## config.mk

```make
export PLATFORM = sky130hd
export DESIGN_NAME = ddr2_cmd_sched
export DESIGN_NICKNAME = d
export VERILOG_FILES = /design/src/rtl/ddr2_cmd_sched.sv
export SDC_FILE = /design/constraint.sdc
export NUM_CORES = 1
export LEC_CHECK = 0
export CORE_ASPECT_RATIO = 0.75
export CORE_MARGIN = 2
export CORE_UTILIZATION = 40
export DETAILED_ROUTE_END_ITERATION = 16
export PLACE_DENSITY = 0.82
export SYNTH_ARGS = -nofsm -noshare
export SYNTH_HDL_FRONTEND = slang
export SYNTH_SLANG_ARGS = --single-unit
```

## constraint.sdc

```tcl
create_clock -name clk -period 3.75 [get_ports clk]
set_input_delay 0.75 -clock clk [delete_from_list [all_inputs] [get_ports clk]]
set_output_delay 0.75 -clock clk [all_outputs]
set_load 0.01 [all_outputs]
```

## src/rtl/ddr2_cmd_sched.sv

```systemverilog
// Single-rank DDR2 command scheduler: picks one bank request per cycle, enforces t_rrd/t_ccd/t_wtr/t_rtw,
// and drives a registered DFI command. Defining SCHED_PERF_CNT_EN adds saturating performance counters.
module ddr2_cmd_sched #(
    parameter int NUM_BANKS  = 4,
    parameter int RA_WIDTH   = 14,
    parameter int CA_WIDTH   = 10,
    parameter int ADDR_WIDTH = 14,
    parameter int CS_WIDTH   = 1,
    parameter int TW         = 4,
    localparam int BA_WIDTH  = $clog2(NUM_BANKS)
) (
    input  logic                          clk,
    input  logic                          rst_n,
    input  logic [TW-1:0]                 t_rrd,
    input  logic [TW-1:0]                 t_ccd,
    input  logic [TW-1:0]                 t_wtr,
    input  logic [TW-1:0]                 t_rtw,
    input  logic [NUM_BANKS*RA_WIDTH-1:0] ra,
    input  logic [NUM_BANKS*CA_WIDTH-1:0] ca,
    input  logic [NUM_BANKS-1:0]          act_req,
    input  logic [NUM_BANKS-1:0]          rd_req,
    input  logic [NUM_BANKS-1:0]          wr_req,
    input  logic [NUM_BANKS-1:0]          pre_req,
    input  logic [NUM_BANKS-1:0]          ref_req,
    output logic [NUM_BANKS-1:0]          act_gnt,
    output logic [NUM_BANKS-1:0]          rd_gnt,
    output logic [NUM_BANKS-1:0]          wr_gnt,
    output logic [NUM_BANKS-1:0]          pre_gnt,
    output logic [NUM_BANKS-1:0]          ref_gnt,
    output logic                          dfi_cke,
    output logic [CS_WIDTH-1:0]           dfi_cs_n,
    output logic                          dfi_ras_n,
    output logic                          dfi_cas_n,
    output logic                          dfi_we_n,
    output logic [BA_WIDTH-1:0]           dfi_ba,
    output logic [ADDR_WIDTH-1:0]         dfi_addr,
    output logic                          dfi_odt
`ifdef SCHED_PERF_CNT_EN
    ,
    output logic [31:0]                   perf_act_cnt,
    output logic [31:0]                   perf_rd_cnt,
    output logic [31:0]                   perf_wr_cnt,
    output logic [31:0]                   perf_stall_cnt
`endif
);

    localparam logic [TW-1:0] T_ONE = TW'(1);

    typedef enum logic [2:0] {C_NOP, C_ACT, C_RD, C_WR, C_PRE, C_REF} cmd_t;

    logic [TW-1:0]         rrd_cnt, ccd_cnt, wtr_cnt, rtw_cnt;
    logic [BA_WIDTH-1:0]   col_ptr, act_ptr, pre_ptr;
    logic                  ref_all, ref_any, rd_ok, wr_ok, act_ok;
    logic [NUM_BANKS-1:0]  col_elig, act_elig;
    cmd_t                  sel_cmd;
    logic [BA_WIDTH-1:0]   sel_bank;
    logic [2:0]            nxt_cmd;
    logic [BA_WIDTH-1:0]   nxt_ba;
    logic [ADDR_WIDTH-1:0] nxt_addr;

    // first requester at or after ptr, wrapping
    function automatic logic [BA_WIDTH-1:0] rr_pick(input logic [NUM_BANKS-1:0] req,
                                                    input logic [BA_WIDTH-1:0] ptr);
        logic [BA_WIDTH-1:0] pick;
        pick = ptr;
        for (int i = NUM_BANKS - 1; i >= 0; i--) begin
            if (req[(int'(ptr) + i) % NUM_BANKS]) pick = BA_WIDTH'((int'(ptr) + i) % NUM_BANKS);
        end
        return pick;
    endfunction

    function automatic logic [BA_WIDTH-1:0] ptr_after(input logic [BA_WIDTH-1:0] b);
        return BA_WIDTH'((int'(b) + 1) % NUM_BANKS);
    endfunction

    function automatic logic [TW-1:0] dec_sat(input logic [TW-1:0] v);
        return (v == '0) ? '0 : v - T_ONE;
    endfunction

    always_comb begin
        ref_all  = &ref_req;
        ref_any  = |ref_req;
        rd_ok    = (ccd_cnt == '0) && (wtr_cnt == '0);
        wr_ok    = (ccd_cnt == '0) && (rtw_cnt == '0);
        act_ok   = (rrd_cnt == '0) && !ref_any;
        act_elig = act_ok ? act_req : '0;
        col_elig = '0;
        // a bank raising both rd and wr is treated as a read
        for (int b = 0; b < NUM_BANKS; b++) begin
            col_elig[b] = rd_req[b] ? rd_ok : (wr_req[b] && wr_ok);
        end
    end

    always_comb begin
        act_gnt  = '0;
        rd_gnt   = '0;
        wr_gnt   = '0;
        pre_gnt  = '0;
        ref_gnt  = '0;
        sel_cmd  = C_NOP;
        sel_bank = '0;
        if (rst_n) begin
            if (ref_all) begin
                ref_gnt = '1;
                sel_cmd = C_REF;
            end else if (|col_elig) begin
                sel_bank = rr_pick(col_elig, col_ptr);
                if (rd_req[sel_bank]) begin
                    rd_gnt[sel_bank] = 1'b1;
                    sel_cmd          = C_RD;
                end else begin
                    wr_gnt[sel_bank] = 1'b1;
                    sel_cmd          = C_WR;
                end
            end else if (|act_elig) begin
                sel_bank          = rr_pick(act_elig, act_ptr);
                act_gnt[sel_bank] = 1'b1;
                sel_cmd           = C_ACT;
            end else if (|pre_req) begin
                sel_bank          = rr_pick(pre_req, pre_ptr);
                pre_gnt[sel_bank] = 1'b1;
                sel_cmd           = C_PRE;
            end
        end
    end

    always_comb begin
        nxt_cmd  = 3'b111;
        nxt_ba   = sel_bank;
        nxt_addr = '0;
        case (sel_cmd)
            C_ACT: begin
                nxt_cmd  = 3'b011;
                nxt_addr = ADDR_WIDTH'(ra[int'(sel_bank) * RA_WIDTH +: RA_WIDTH]);
            end
            C_RD, C_WR: begin
                nxt_cmd      = (sel_cmd == C_RD) ? 3'b101 : 3'b100;
                nxt_addr     = ADDR_WIDTH'(ca[int'(sel_bank) * CA_WIDTH +: CA_WIDTH]);
                nxt_addr[10] = 1'b0;
            end
            C_PRE:   nxt_cmd = 3'b010;
            C_REF: begin
                nxt_cmd = 3'b001;
                nxt_ba  = '0;
            end
            default: nxt_ba = '0;
        endcase
    end

    always_ff @(posedge clk) begin
        if (!rst_n) begin
            dfi_cke   <= 1'b0;
            dfi_cs_n  <= '1;
            dfi_ras_n <= 1'b1;
            dfi_cas_n <= 1'b1;
            dfi_we_n  <= 1'b1;
            dfi_ba    <= '0;
            dfi_addr  <= '0;
            dfi_odt   <= 1'b0;
            rrd_cnt   <= '0;
            ccd_cnt   <= '0;
            wtr_cnt   <= '0;
            rtw_cnt   <= '0;
            col_ptr   <= '0;
            act_ptr   <= '0;
            pre_ptr   <= '0;
        end else begin
            dfi_cke                          <= 1'b1;
            dfi_cs_n                         <= '0;
            {dfi_ras_n, dfi_cas_n, dfi_we_n} <= nxt_cmd;
            dfi_ba                           <= nxt_ba;
            dfi_addr                         <= nxt_addr;
            dfi_odt                          <= (sel_cmd == C_WR);
            // REF deliberately leaves every inter-bank timer untouched
            rrd_cnt <= (sel_cmd == C_ACT) ? dec_sat(t_rrd) : dec_sat(rrd_cnt);
            ccd_cnt <= (sel_cmd == C_RD || sel_cmd == C_WR) ? dec_sat(t_ccd) : dec_sat(ccd_cnt);
            wtr_cnt <= (sel_cmd == C_WR) ? dec_sat(t_wtr) : dec_sat(wtr_cnt);
            rtw_cnt <= (sel_cmd == C_RD) ? dec_sat(t_rtw) : dec_sat(rtw_cnt);
            if (sel_cmd == C_RD || sel_cmd == C_WR) col_ptr <= ptr_after(sel_bank);
            if (sel_cmd == C_ACT) act_ptr <= ptr_after(sel_bank);
            if (sel_cmd == C_PRE) pre_ptr <= ptr_after(sel_bank);
        end
    end

`ifdef SCHED_PERF_CNT_EN
    logic req_pending;
    assign req_pending = |{act_req, rd_req, wr_req, pre_req, ref_req};

    always_ff @(posedge clk) begin
        if (!rst_n) begin
            perf_act_cnt   <= '0;
            perf_rd_cnt    <= '0;
            perf_wr_cnt    <= '0;
            perf_stall_cnt <= '0;
        end else begin
            if (sel_cmd == C_ACT && perf_act_cnt != '1) perf_act_cnt <= perf_act_cnt + 32'd1;
            if (sel_cmd == C_RD && perf_rd_cnt != '1) perf_rd_cnt <= perf_rd_cnt + 32'd1;
            if (sel_cmd == C_WR && perf_wr_cnt != '1) perf_wr_cnt <= perf_wr_cnt + 32'd1;
            if (req_pending && sel_cmd == C_NOP && perf_stall_cnt != '1)
                perf_stall_cnt <= perf_stall_cnt + 32'd1;
        end
    end
`endif

endmodule

```

Word level (Yosys, flattened, before mapping)
Index checks and enable logic that the tools add are counted.
- shifts and indexed selects: 2
- $mul: 2
- reduce and logical (&&, ||, !) cells: 37
- order comparisons: 18
- equality and inequality tests: 5
- muxes and demuxes: 117
- add/subtract/negate cells: 18
- bitwise operators: 9
- operators with widths (kind ; number):
    4-bit two-way mux ; 32
    2-bit two-way mux ; 29
    56-bit by 7-bit indexed part select with 14-bit output ; 1
    40-bit by 7-bit indexed part select with 10-bit output ; 1
    3-bit by 4-bit < comparator with 1-bit output, second input constant ; 9
    1-bit two-way mux ; 33
    4-bit logical NOT ; 8
    4-bit by 1-bit subtractor with 4-bit output, second input constant ; 8
    14-bit one-hot mux with 2 select lines ; 1
    1-bit binary-select mux with 2-bit select ; 13
    2-bit OR reduction ; 10
    4-bit OR reduction ; 5
    2-bit by 3-bit < comparator with 1-bit output, second input constant ; 6
    3-bit two-way mux ; 5
    2-bit adder, second input constant ; 6
    3-bit one-hot mux with 4 select lines ; 1
    1-bit logical AND ; 10
    2-bit by 3-bit multiplier with 5-bit output, second input constant ; 2
    1-bit AND, first input constant ; 9
    2-bit by 1-bit adder with 2-bit output, second input constant ; 4
    1-bit demux with 2-bit select ; 3
    3-bit by 2-bit == test with 1-bit output, second input constant ; 2
    3-bit == test, second input constant ; 2
    2-bit by 1-bit >= comparator with 1-bit output, second input constant ; 3
    5 further kinds ; 5
- bits of input ports: 134
- output and inout bits: 42
- register bits after elaboration: 44

Logic depth before layout (Yosys ltp)
- depth in word-level cells: 24
- depth in mapped cells: 11
- gate-level depth less buffers: 8

Worst setup path before layout
No wires, ideal clock.
- path type: in2out
- from: in ref_req[3]
- to: out act_gnt[1]
- buffers on the path: 1
- stages: 7
- arrival time: 2621 ps
- data required time: 3000 ps
- slack: 379 ps
- cells stage by stage: or4_1 > or2_2 > a2111o_1 > a22oi_1 > nand2b_1 > buf_2 > nor2_1
- cells in the longest elaborated chain, start to end: 23
- ends and longest elaborated chain (item ; line ; source):
    start: declaration ; 24 ; input logic [NUM_BANKS-1:0] ref_req,
    4-bit OR reduction ; 82 ; ref_any = |ref_req;
    1-bit logical NOT ; 85 ; act_ok = (rrd_cnt == '0) && !ref_any;
    1-bit logical AND ; 85 ;
    4-bit two-way mux ; 86 ; act_elig = act_ok ? act_req : '0;
    1-bit binary-select mux with 2-bit select ; 67 ; if (req[(int'(ptr) + i) % NUM_BANKS]) pick = BA_WIDTH'((int'(ptr) + i) % NUM_BANKS);
    1-bit two-way mux (implied by the code) (2 in series) ; 67 ;
    2-bit two-way mux (4 in series) ; 67 ;
    2-bit two-way mux ; 115 ; end else if (|act_elig) begin
    [... 3 more ...] ; - ;
    2-bit by 3-bit < comparator with 1-bit output (implied by the code) or 2-bit by 1-bit >= comparator with 1-bit output (tied branches) ; 117 ; act_gnt[sel_bank] = 1'b1;
    1-bit logical AND (implied by the code) ; 117 ;
    1-bit two-way mux (implied by the code) ; 117 ;
    1-bit demux with 2-bit select ; 117 ;
    4-bit two-way mux ; 115 ;
    4-bit two-way mux ; 106 ; end else if (|col_elig) begin
    4-bit two-way mux * ; 103 ; if (ref_all) begin
    4-bit two-way mux * ; 102 ; if (rst_n) begin
    end: declaration ; 25 ; output logic [NUM_BANKS-1:0] act_gnt,
Mark *: on every way between the ends. The rest lies on a longest branch, timed or not. The select of a mux whose other input is x is not followed.

Worst setup path in the final report
- from: in ref_req[1]
- to: out act_gnt[3]
The elaborated chain is that of the path after synthesis.

==> impl_metrics.csv <==
group,metric,value,unit
route,drc_errors,0,
place,hpwl,9630,um
synth,yosysWarningCount,0,
global_routing,track_usage,0.268,
clock_network,cts_hold_buf,0,
pwr,intPower,0.00188,W
floorplanning,core-area,7880,um2
place,io_buffers,175,
synth,async_reset_ff_frac,0,
floorplanning,die_x,108,um
critical_path,cp_cell_sequence,"dlygate4sd2_1 -> or4_4 -> or2_4 -> or4_4 -> a21oi_2 -> buf_4 -> nor2_1 -> dlygate4sd2_1",
floorplanning,die-area,8840,um2
clock_network,clock-root-buffer,"clkbuf_8",
timing,setup_viol,0,
clock_network,cts-htree-levels,2,
floorplanning,rows,28,
final_layout,diodes,0,
timing,fin_tns_setup,0,ns
critical_path,slowest_delay,0.52,ns
timing,post-route-min-period,3.68,ns
timing,rsz0062_at_grt,"no",
critical_path,r2r_start,"rtw_cnt[0]",
hold_path,hold_end,"ccd_cnt[3]",
synth,synth.largest_area_cell,"dfxtp_1",
clock_network,numCtsBuffers,5,
job,maxCapViolCount,0,
critical_path,rrSetupSlack,0.33,ns
timing,max_slew_margin,0.662,
clock_network,clk_pin_slew,0.09,ns
pwr,power.density,563,nW/um2
pwr,leakage,2.35,nW
synth,ys_seq_area_frac,0.272,
status,outcome,"complete, no violations",
pwr,swShare,0.415,
critical_path,cp_data_required_time,3.00,ns
critical_path,critPathArrivalTime,2.93,ns
synth,synth_area_leaders,"dfxtp_1, mux2i_1, nor2_1",
synth,syn-num-nets,533,
synth,postSynthCellCount,399,
pwr,peakVddDrop,481,uV
synth,ys_seq_elements,44,
hold_path,holdPathStages,2,
route,m1WireLength,5320,um
synth,synth-main-ff-cell,"dfxtp_1",
global_routing,grt_max_degree,30,
route,finalWirelength,12400,um
floorplanning,top_level_ports,176,
clock_network,cts_sinks,44,
final_layout,utilization,0.725,
pwr,p_switching,0.00134,W
route,ant_nets,0,
pwr,combPwrFrac,0.675,
final_layout,syn_to_final_growth,76.4,%
floorplanning,die_h,81.9,um
critical_path,crit_slowest_cell,"or4_4",
clock_network,cts_buffer_depth,2,
route,drt-vias-per-instance,5.60,
timing,finalHoldViolCount,0,
clock_network,insertion_delay,0.30,ns
global_routing,grt-ovfl-total,0,
critical_path,rr_worst_depth,11,
timing,clock.fmax,0.272,GHz
place,routabilityCongestion,0.923,
critical_path,worstSetupPathType,"primary input to primary output",
route,wl_met2,6180,um
synth,synth_top_area_frac,0.272,
clock_network,cts_tree,"done",
synth,syn-cell-area,3240,um2
timing,finalCritPeriodShare,0.981,
synth,synth-edff-count,0,
pwr,clock_power_share,0.118,
critical_path,cp-end-kind,"primary output",
critical_path,worstSetupStartpointType,"primary input",
route,drtIter0Drc,192,
route,top_layer,"met4",
hold_path,hold_start,"ccd_cnt[3]",
timing,skew,0.00434,ns
global_routing,grt_pass1_vias,3987,
floorplanning,initial_utilization,0.411,
timing,tightest_slew,0.507,ns
hold_path,holdCritPathClass,"flop to flop",
pwr,power_frac_seq,0.207,
critical_path,r2r-end,"dfi_addr[12]",
synth,synth_cell_types,63,
global_routing,grt_pass1_wl,18900,um
timing,final_max_slew_viol_count,0,
synth,avgSynthCellArea,8.12,um2
critical_path,startpoint,"ref_req[1]",
global_routing,antenna_found_initial,0,
final_layout,nNetsFinal,761,
route,vias,4107,
route,wl_per_cell,17.0,um
route,dr.pass1.iters,4,
route,wl_met3,739,um
final_layout,fill_cells,619,
critical_path,worst-path-max-fanout,4,
final_layout,drive_gt1_frac,0.202,
-- per-stage QoR --
| step | power [W] | setup WS, ns | cell area, um2 | hold slack [ns] | std cells |
|---|---|---|---|---|---|
| after floorplan | 0.00180 | 0.379 | 3240 | 0.480 | 399 |
| after global placement | 0.00251 | -0.533 | 5410 | 0.494 | 713 |
| after detailed placement | 0.00256 | -0.569 | 5410 | 0.505 | 713 |
| after CTS | 0.00307 | 0.00611 | 5640 | 0.523 | 727 |
| after global routing | 0.00341 | 0.000892 | 5710 | 0.574 | 733 |
| final | 0.00322 | 0.0725 | 5710 | 0.527 | 733 |
-- Yosys cell counts, types with 4 or more instances --
cell type   n
o22ai_1     4
or4_1       4
nand2b_1    5
dfxtp_1    44
o211ai_1   11
nand2_1    28
o21ai_0    26
nor3b_1     5
mux2i_1    34
nand3_1     4
nor2b_1    15
clkbuf_1    5
o311ai_0    4
or3_1       7
nor3_1     15
a21oi_1    21
buf_2       8
nor4_1      4
and2_1      5
inv_1      11
a22o_1     12
nor2_1     47
a22oi_1    15
and3_1      5
-- layout make-up --
type	instances	area, um2	share of cell area
clock buffers	5	68.8	0.0120
clock inverters	3	46.3	0.00810
inverters	11	41.3	0.00723
multi-input cells	324	2330	0.408
flip-flops and latches	44	881	0.154
well taps	105	131	0.0230
repair buffers	241	2210	0.387
-- logic make-up (layout without fill, tap and decap cells) --
group	Yosys count	in the layout	synth area share
AOI/OAI and AO/OA	126	126	0.282
xor gates and xnor gates	1	1	0.00270
buffers and inverters	31	260	0.0494
DFF	44	44	0.272
muxes	38	38	0.129
and+or+nand+nor	159	159	0.265
-- timing repair --
action                                  in CTS  in global routing
gates resized for setup                     55                 28
setup buffers                                6                  6
endpoints found under the setup margin      16                 16
pin swaps                                   12                  9
-- worst max-delay path by stage --
stage,to,slack [ns],cells past startpoint
final,act_gnt[3],0.07,8
after global routing,pre_gnt[1],0.0009,9
after CTS,wr_gnt[0],0.006,11
after detailed placement,act_gnt[0],-0.57,9
after global placement,act_gnt[0],-0.53,9
after floorplan,act_gnt[1],0.38,7
-- cells in the final DEF (no fill, tap or decap), drive strengths merged, types with 2 or more instances in the layout --
cell type,n
clkdlybuf4s50,152
buf,72
nor2,47
dfxtp,44
mux2i,34
nand2,29
o21ai,28
a21oi,21
a22oi,17
nor3,16
nor2b,15
a22o,12
dlygate4sd2,12
inv,12
o211ai,11
clkbuf,8
or3,7
nor3b,6
nor4,6
and2,5
and3,5
o22ai,5
nand2b,5
nand3,5
o311ai,4
or4,4
a2111oi,4
a21o,3
mux4,3
nor4b,3
o31ai,2
nand3b,2
a221oi,2
a2111o,2
a211o,2
dlymetal6s2s,2
o32ai,2
or2,2
-- metal layers --
| layer | vias to the layer above | global-route usage |
|---|---|---|
| met2 | 177 | 0.465 |
| met4 | 0 | 0.0756 |
| li1 | 1976 | - |
| met5 | - | 0 |
| met3 | 19 | 0.0437 |
| met1 | 1935 | 0.347 |
-- flip-flops by register name (all words and copies together), names as in the netlist, 2 cells and up --
| signal | cells |
|---|---|
| dfi_ba | 2 |
| dfi_addr | 14 |
| pre_ptr | 2 |
| col_ptr | 2 |
| rtw_cnt | 4 |
| act_ptr | 2 |
| ccd_cnt | 4 |
| rrd_cnt | 4 |
| wtr_cnt | 4 |
-- worst max-delay path: cells and delay by family --
| family | cells | cell delay (ns) |
|---|---|---|
| AO/OA/AOI/OAI | 1 | 0.17 |
| AND/OR/NAND/NOR | 4 | 1.34 |
| buffers and inverters | 3 | 0.67 |
-- power groups by stage --
| stage | Combinational, W | Sequential, W | Clock (W) |
|---|---|---|---|
| 2_1_floorplan | 0.00113 | 0.000669 | 0 |
| 3_3_place_gp | 0.00185 | 0.000665 | 0 |
| 3_5_place_dp | 0.00189 | 0.000672 | 0 |
| 4_1_cts | 0.00202 | 0.000662 | 0.000385 |
| 5_1_grt | 0.00233 | 0.000679 | 0.000402 |
| 6_report | 0.00217 | 0.000666 | 0.000381 |
(Power assumes the default switching activity.)
